<file path="src/rtl/decode_stage.sv">
`default_nettype none
// decode_stage: MIPS32 decode with register file, WB bypass, load-use interlock
// and a registered ID/EX output behind a valid/ready handshake.  Rev 1.0
module decode_stage #(
  parameter int DATA_W      = 32,
  parameter int REG_COUNT   = 32,
  parameter int STALL_CNT_W = 16,
  localparam int AW         = $clog2(REG_COUNT)
) (
  input  logic                   clk,
  input  logic                   rst,
  input  logic                   in_valid,
  output logic                   in_ready,
  input  logic [31:0]            in_inst,
  input  logic [31:0]            in_pc,
  input  logic                   flush,
  input  logic                   wb_en,
  input  logic [AW-1:0]          wb_addr,
  input  logic [DATA_W-1:0]      wb_data,
  output logic                   ex_valid,
  input  logic                   ex_ready,
  output logic                   ex_reg_write,
  output logic                   ex_mem_to_reg,
  output logic                   ex_mem_write,
  output logic                   ex_branch,
  output logic                   ex_alu_src,
  output logic [3:0]             ex_alu_control,
  output logic                   ex_branch_taken,
  output logic [DATA_W-1:0]      ex_rd1,
  output logic [DATA_W-1:0]      ex_rd2,
  output logic [DATA_W-1:0]      ex_imm,
  output logic [4:0]             ex_shamt,
  output logic [AW-1:0]          ex_dest,
  output logic [31:0]            ex_pc,
  output logic                   ex_illegal,
  output logic [STALL_CNT_W-1:0] stall_count
);

  localparam logic [5:0] OP_RTYPE = 6'h00;
  localparam logic [5:0] OP_ADDIU = 6'h09;
  localparam logic [5:0] OP_LW    = 6'h23;
  localparam logic [5:0] OP_SW    = 6'h2B;
  localparam logic [5:0] OP_BEQ   = 6'h04;
  localparam logic [5:0] OP_LUI   = 6'h0F;

  localparam logic [5:0] FN_SLL   = 6'h00;
  localparam logic [5:0] FN_ADDU  = 6'h21;
  localparam logic [5:0] FN_SUBU  = 6'h23;
  localparam logic [5:0] FN_AND   = 6'h24;
  localparam logic [5:0] FN_OR    = 6'h25;
  localparam logic [5:0] FN_SLT   = 6'h2A;

  localparam logic [3:0] ALU_AND  = 4'd0;
  localparam logic [3:0] ALU_OR   = 4'd1;
  localparam logic [3:0] ALU_ADD  = 4'd2;
  localparam logic [3:0] ALU_SUB  = 4'd6;
  localparam logic [3:0] ALU_SLT  = 4'd7;
  localparam logic [3:0] ALU_SLL  = 4'd8;
  localparam logic [3:0] ALU_LUI  = 4'd9;

  logic [DATA_W-1:0] regs [REG_COUNT];

  logic [5:0]        opcode;
  logic [5:0]        funct;
  logic [AW-1:0]     rs_a;
  logic [AW-1:0]     rt_a;
  logic [AW-1:0]     rd_a;
  logic [DATA_W-1:0] imm_se;
  logic [DATA_W-1:0] imm_lui;
  logic [DATA_W-1:0] rd1;
  logic [DATA_W-1:0] rd2;
  logic              wb_hit;

  logic              dec_reg_write;
  logic              dec_mem_to_reg;
  logic              dec_mem_write;
  logic              dec_branch;
  logic              dec_alu_src;
  logic [3:0]        dec_alu_control;
  logic [DATA_W-1:0] dec_imm;
  logic [AW-1:0]     dec_dest;
  logic              dec_illegal;
  logic              use_rs;
  logic              use_rt;

  logic              hazard;
  logic              load_en;

  assign opcode = in_inst[31:26];
  assign funct  = in_inst[5:0];
  assign rs_a   = in_inst[21 +: AW];
  assign rt_a   = in_inst[16 +: AW];
  assign rd_a   = in_inst[11 +: AW];
  assign wb_hit = wb_en && (wb_addr != '0);

  // LUI result is a 32-bit value, sign-extended from bit 31 when DATA_W > 32.
  always_comb begin
    imm_se          = {DATA_W{in_inst[15]}};
    imm_se[15:0]    = in_inst[15:0];
    imm_lui         = {DATA_W{in_inst[15]}};
    imm_lui[31:0]   = {in_inst[15:0], 16'h0000};
  end

  always_comb begin
    if (rs_a == '0)                 rd1 = '0;
    else if (wb_hit && wb_addr == rs_a) rd1 = wb_data;
    else                            rd1 = regs[rs_a];
    if (rt_a == '0)                 rd2 = '0;
    else if (wb_hit && wb_addr == rt_a) rd2 = wb_data;
    else                            rd2 = regs[rt_a];
  end

  always_comb begin
    dec_reg_write   = 1'b0;
    dec_mem_to_reg  = 1'b0;
    dec_mem_write   = 1'b0;
    dec_branch      = 1'b0;
    dec_alu_src     = 1'b0;
    dec_alu_control = ALU_AND;
    dec_imm         = imm_se;
    dec_dest        = '0;
    dec_illegal     = 1'b0;
    use_rs          = 1'b1;
    use_rt          = 1'b0;
    case (opcode)
      OP_RTYPE: begin
        use_rt        = 1'b1;
        dec_reg_write = 1'b1;
        dec_dest      = rd_a;
        case (funct)
          FN_SLL: begin
            dec_alu_control = ALU_SLL;
            use_rs          = 1'b0;
          end
          FN_ADDU: dec_alu_control = ALU_ADD;
          FN_SUBU: dec_alu_control = ALU_SUB;
          FN_AND:  dec_alu_control = ALU_AND;
          FN_OR:   dec_alu_control = ALU_OR;
          FN_SLT:  dec_alu_control = ALU_SLT;
          default: begin
            dec_reg_write = 1'b0;
            dec_dest      = '0;
            dec_illegal   = 1'b1;
          end
        endcase
      end
      OP_ADDIU: begin
        dec_alu_control = ALU_ADD;
        dec_alu_src     = 1'b1;
        dec_reg_write   = 1'b1;
        dec_dest        = rt_a;
      end
      OP_LW: begin
        dec_alu_control = ALU_ADD;
        dec_alu_src     = 1'b1;
        dec_mem_to_reg  = 1'b1;
        dec_reg_write   = 1'b1;
        dec_dest        = rt_a;
      end
      OP_SW: begin
        dec_alu_control = ALU_ADD;
        dec_alu_src     = 1'b1;
        dec_mem_write   = 1'b1;
        use_rt          = 1'b1;
      end
      OP_BEQ: begin
        dec_alu_control = ALU_SUB;
        dec_branch      = 1'b1;
        use_rt          = 1'b1;
      end
      OP_LUI: begin
        dec_alu_control = ALU_LUI;
        dec_alu_src     = 1'b1;
        dec_reg_write   = 1'b1;
        dec_dest        = rt_a;
        dec_imm         = imm_lui;
        use_rs          = 1'b0;
      end
      default: dec_illegal = 1'b1;
    endcase
  end

  assign hazard   = ex_valid && ex_mem_to_reg && (ex_dest != '0) &&
                    ((use_rs && rs_a == ex_dest) || (use_rt && rt_a == ex_dest));
  assign load_en  = ex_ready || !ex_valid;
  assign in_ready = load_en && (flush || !hazard);

  always_ff @(posedge clk or posedge rst) begin
    if (rst) begin
      for (int i = 0; i < REG_COUNT; i++) regs[i] <= '0;
    end else if (wb_hit) begin
      regs[wb_addr] <= wb_data;
    end
  end

  // Flush and bubble only clear ex_valid; the payload fields are don't-care then.
  always_ff @(posedge clk or posedge rst) begin
    if (rst) begin
      ex_valid        <= 1'b0;
      ex_reg_write    <= 1'b0;
      ex_mem_to_reg   <= 1'b0;
      ex_mem_write    <= 1'b0;
      ex_branch       <= 1'b0;
      ex_alu_src      <= 1'b0;
      ex_alu_control  <= '0;
      ex_branch_taken <= 1'b0;
      ex_rd1          <= '0;
      ex_rd2          <= '0;
      ex_imm          <= '0;
      ex_shamt        <= '0;
      ex_dest         <= '0;
      ex_pc           <= '0;
      ex_illegal      <= 1'b0;
    end else if (load_en) begin
      if (flush) begin
        ex_valid <= 1'b0;
      end else if (in_valid && !hazard) begin
        ex_valid        <= 1'b1;
        ex_reg_write    <= dec_reg_write;
        ex_mem_to_reg   <= dec_mem_to_reg;
        ex_mem_write    <= dec_mem_write;
        ex_branch       <= dec_branch;
        ex_alu_src      <= dec_alu_src;
        ex_alu_control  <= dec_alu_control;
        ex_branch_taken <= dec_branch && (rd1 == rd2);
        ex_rd1          <= rd1;
        ex_rd2          <= rd2;
        ex_imm          <= dec_imm;
        ex_shamt        <= in_inst[10:6];
        ex_dest         <= dec_dest;
        ex_pc           <= in_pc;
        ex_illegal      <= dec_illegal;
      end else begin
        ex_valid <= 1'b0;
      end
    end
  end

  always_ff @(posedge clk or posedge rst) begin
    if (rst) begin
      stall_count <= '0;
    end else if (in_valid && hazard && !flush && !(&stall_count)) begin
      stall_count <= stall_count + 1'b1;
    end
  end

endmodule
`default_nettype wire
</file>
<file path="config.mk">
export PLATFORM = sky130hd
export DESIGN_NAME = decode_stage
export DESIGN_NICKNAME = d
export VERILOG_FILES = /design/src/rtl/decode_stage.sv
export SDC_FILE = /design/constraint.sdc
export NUM_CORES = 2
export LEC_CHECK = 0
export BUFFER_PORTS_ARGS = -buffer_cell sky130_fd_sc_hd__buf_2
export CAP_MARGIN = 20
export CORE_MARGIN = 2
export CORE_UTILIZATION = 56
export DETAILED_ROUTE_END_ITERATION = 8
export PLACE_DENSITY = 0.83
export SKIP_CTS_REPAIR_TIMING = 1
export SLEW_MARGIN = 15
export SYNTH_ARGS = -nofsm -noshare
export SYNTH_HDL_FRONTEND = slang
export SYNTH_SLANG_ARGS = --single-unit
</file>
<file path="constraint.sdc">
create_clock -name clk -period 32.3 [get_ports clk]
set_clock_uncertainty 0.05 [all_clocks]
set_input_delay 0 -clock clk [delete_from_list [all_inputs] [get_ports clk]]
set_output_delay 0 -clock clk [all_outputs]
set_load 0.01 [all_outputs]
</file>
# Word-level counts from Yosys, hierarchy flattened
# Cells that the tools add are included.
[totals] ff_bits=1190 input_bits=107 out_inout_bits=167
[op_classes] n_addsub=1 order_cmp=4 eq_ne=15 mux=31 bitwise=4 reduce_logical=36
[ops] op="$bwmux W1024" count=1
[ops] op="$bmux W32 S5" count=2
[ops] op="$mux W32" count=9
[ops] op="$demux W32 S5" count=1
[ops] op="$eq A6 B6 Y1 const B" count=7
[ops] op="$eq A32 B32 Y1" count=1
[ops] op="$mux W31" count=1
[ops] op="$eq A5 B5 Y1" count=4
[ops] op="$pmux W4 S5" count=1
[ops] op="$ge A6 B6 Y1 const B" count=3
[ops] op="$not A5 Y6" count=3
[ops] op="$add A16 B1 Y16 const B" count=1
[ops] op="$pmux W4 S4" count=1
[ops] op="$reduce_and A16 Y1" count=1
[ops] op="$logic_and A1 B1 Y1" count=15
[ops] op="$eq A6 B4 Y1 const B" count=2
[ops] op="$logic_not A6 Y1" count=2
[ops] op="$logic_not A5 Y1" count=2
[ops] op="$mux W1" count=10
[ops] op="$pmux W5 S2" count=1
[ops] op="$reduce_bool A5 Y1" count=2
[ops] op="$reduce_or A3 Y1" count=3
[ops] op="$eq A6 B3 Y1 const B" count=1
[ops] op="$lt A6 B1 Y1 const B" count=1
[ops] op="9 further kinds" count=16

# Longest topological paths before layout
[logic_depth] depth_word=10 mapped_depth=14 depth_no_buf=9

# Worst setup path before layout
# No wires, ideal clock.
[synth_path] kind="register -> register" start="reg regs[448] (netlist name)" end="reg ex_branch_taken" setup_time_ns=0.095 t_arrival_ns=2.358 required_time_ns=32.155 slack_ns=29.796 path_stages_with_launch=9 path_buffers=0 synth_period_minus_slack_ns=2.504 cell_sequence="dfrtp_1 > mux4_1 > mux4_2 > a22o_1 > a22oi_1 > xor2_1 > nor4_1 > nand4_1 > o31ai_1"
[synth_via] elab_chain_cells=7
[synth_rtl] element="from (decl)" line="61" source="logic [DATA_W-1:0] regs [REG_COUNT];"
[synth_rtl] element="from (signal, indexed assignment)" line="192" source="regs[wb_addr] <= wb_data;"
[synth_rtl] element="$bmux W32 S5 (on tied branches)" line="107, 110"
[synth_rtl] element="$mux W32 (on tied branches) (2 in a row)" line="107, 110"
[synth_rtl] element="$mux W32 (on tied branches)" line="106, 109"
[synth_rtl] element="$mux W32 (on tied branches)" line="105, 108"
[synth_rtl] element="$eq A32 B32 Y1 *" line="225" source="ex_branch_taken <= dec_branch && (rd1 == rd2);"
[synth_rtl] element="$logic_and A1 B1 Y1 *" line="225"
[synth_rtl] element="to (signal assigned)" line="225"
[synth_rtl] element="to (decl)" line="28" source="output logic ex_branch_taken,"
# Mark *: on every way between the ends. The rest lies on a longest branch, timed or not. The select of a mux whose other input is x is not followed.
# A chain may end at the register's enable or synchronous reset.

==> metrics.md <==
| Metric | Value |
|---|---|
| Status | `complete, no violations` |
| Vias in the first global route | `43,697` |
| Worst Max-Slew Pin Slew | `1255 ps` |
| Initial cell density of the core | `56.40%` |
| Unrepaired setup endpoints after global routing | `false` |
| Mapped Area | `0.06242 mm2` |
| First-pass GRT wire length | `299.2 mm` |
| Crit Path Category | `in -> async` |
| Hold Startpoint | `in_pc[9]` |
| Core area | `0.1107 mm2` |
| Drt total wl | `208.3 mm` |
| Std cell rows | `122` |
| Final setup fails | `0` |
| # port buffers | `273` |
| Req. time, crit path | `32,920 ps` |
| Average instance area after synthesis | `14.42 um2` |
| Nets@finish | `4,567` |
| CTS tree | `built` |
| Placer congestion estimate | `0.9711` |
| Largest net degree at the start of global routing | `233` |
| Hpwl dp | `126.3 mm` |
| Max-cap viol count | `0` |
| Most frequent cells in the layout | `dfrtp_1 (1,190), mux2_2 (1,067), mux4_2 (490)` |
| Wire length per cell | `34.39 um` |
| Utilization after layout | `62.69%` |
| Setup crit start kind | `input port` |
| DR vias/cell | `7.344` |
| Hold path cells | `3` |
| Initial antenna violation count | `22` |
| Htree depth | `3` |
| Crit. End Element | `async pin` |
| Worst ir drop on vdd | `0.04910 mV` |
| Worst EP arrival | `5650 ps` |
| DP Worst Slack | `27,640 ps` |
| Post-synth ARST share | `100.0%` |
| Detail Route Antenna Nets | `0` |
| I/O pin cnt | `274` |
| Primary FF master, synth | `dfrtp_1` |
| Die width | `337.9 um` |
| Cell area after layout | `0.06938 mm2` |
| Hold Vio Cnt, Final | `0` |
| CTS clk-pin slew, worst paths | `60 ps` |
| Fmax | `198.5 MHz` |
| Post-synth cell types | `79` |
| Commonest non-fill, non-tap cell in the layout | `dfrtp_1` |
| First-pass iteration count of the detailed router | `7` |
| Placed cell area | `0.06442 mm2` |
| Drt drc | `0` |
| Period utilization | `15.59%` |
| Total CTS buffers | `116` |
| Hold Path Sink | `ex_pc[9]` |
| R2r setup slk | `28,900 ps` |
| Max FFs per register | `1,024` |
| Full die area | `0.1142 mm2` |
| Final min period | `5037 ps` |
| Rel. slew slack | `15.98%` |
| Worst r2r path cells | `8` |
| Register area share after synthesis | `47.70%` |
| Syn_nets | `4,436` |
| Longest Clk Path Bufs | `3` |
| Yosys warns | `0` |
| Final setup TNS | `0 ps` |
| Reg with most FFs | `regs` |
| Die height | `337.9 um` |
| Setup slack after layout | `27,260 ps` |
| Hold WC Path Type | `in -> reg` |
| Tot GR Track Use | `36.09%` |
| Max-slew violation count | `0` |
| Worst r2r src | `regs[599]` |
| Power per standard cell area | `63.04 mW/mm2` |
| Via count | `44,488` |
| Yosys reg bits | `1,190` |
| EDFF count, synth | `0` |
| Number of DRC markers in iteration 0 | `6,291` |
| Leakage power total | `0.03055 uW` |
| Latest clock arrival within the worst-skew pair | `740 ps` |
| CP max FO | `187` |
| CTS sink cnt | `1,190` |
| Ratio of cells with drive above 1 in the final layout | `47.88%` |
| Cells after Synth | `4,328` |
| Reg2reg end | `ex_branch_taken` |
| CTS root buf | `clkbuf_16` |
| Synth-to-layout area growth | `11.15%` |
| GRT overflow | `0` |
## worst max-delay path by stage
stage	from	endpoint	depth (start not counted)
floorplan	rst	ex_alu_control[0]	1
global placement	in_inst[22]	ex_branch_taken	12
detailed placement	in_inst[22]	ex_branch_taken	12
CTS	in_inst[22]	ex_branch_taken	12
global route	rst	regs[467]	9
finish	rst	regs[883]	9
## final cells by class
type	count	area [um2]
fill	7561	41290
clock inverter	45	561.8
tap	1488	1862
timing repair buffer	462	3186
inverter	14	56.30
antenna	15	37.54
sequential	1190	29780
multi-input combinational	2675	30520
clock buffer	169	3383
## logic make-up (layout without fill, tap and decap cells)
group	count (synthesis)	count (layout)	synth area share, %
xor gates and xnor gates	67	67	0.9401
buffers and inverters	463	690	3.698
AOI/OAI and AO/OA	382	382	4.217
other	0	15	0
DFF	1190	1190	47.70
adders and majority gates	1	1	0.02004
and+or+nand+nor	542	542	4.123
muxes	1683	1683	39.30
## synth_stat cells (40+ instances only)
cell	number	area [um2]
mux2_2	1067	12020
nand2_1	261	979.7
nor2_1	68	255.2
a22oi_1	40	300.3
buf_4	50	375.4
o21ai_0	103	515.5
o22ai_1	46	287.8
buf_1	55	206.5
clkbuf_1	227	852.1
nand3_1	55	275.3
mux2i_1	107	1071
mux4_2	490	11040
buf_2	82	410.4
dfrtp_1	1190	29780
## layer usage
metal / wire length [um] / up-vias / global-route usage [%]
met1: 71020 / 22904 / 45.23
met5: 220 / - / 0.6383
met4: 16810 / 18 / 25.06
met3: 30670 / 978 / 14.37
li1: - / 16770 / -
met2: 89620 / 3818 / 51.35
## stage by stage
| step | instances | total power [uW] | hold WS, ps |
|---|---|---|---|
| finish | 6058 | 4373 | 1.693 |
| global route | 6053 | 4501 | 17.20 |
| CTS | 5947 | 4321 | -753.6 |
| detailed placement | 5733 | 2917 | -8.288 |
| global placement | 5732 | 2871 | -13.50 |
| floorplan | 4328 | 2610 | 86.05 |
## power breakdown
part / total (uW) / switching [uW] / internal (uW) / leakage (uW)
combinational: 954 / 440 / 514 / 0.0133
clock: 1420 / 604 / 820 / 0.00194
sequential: 2000 / 227 / 1770 / 0.0153
## critical path, stage by stage
cell           delay [ps]
dlygate4sd3_1         530
buf_2                 110
dlygate4sd3_1         580
clkinvlp_4            350
buf_4                 570
buf_4                 740
buf_12                700
buf_4                 860
buf_12                730
Power figures use the tool's default switching activity.
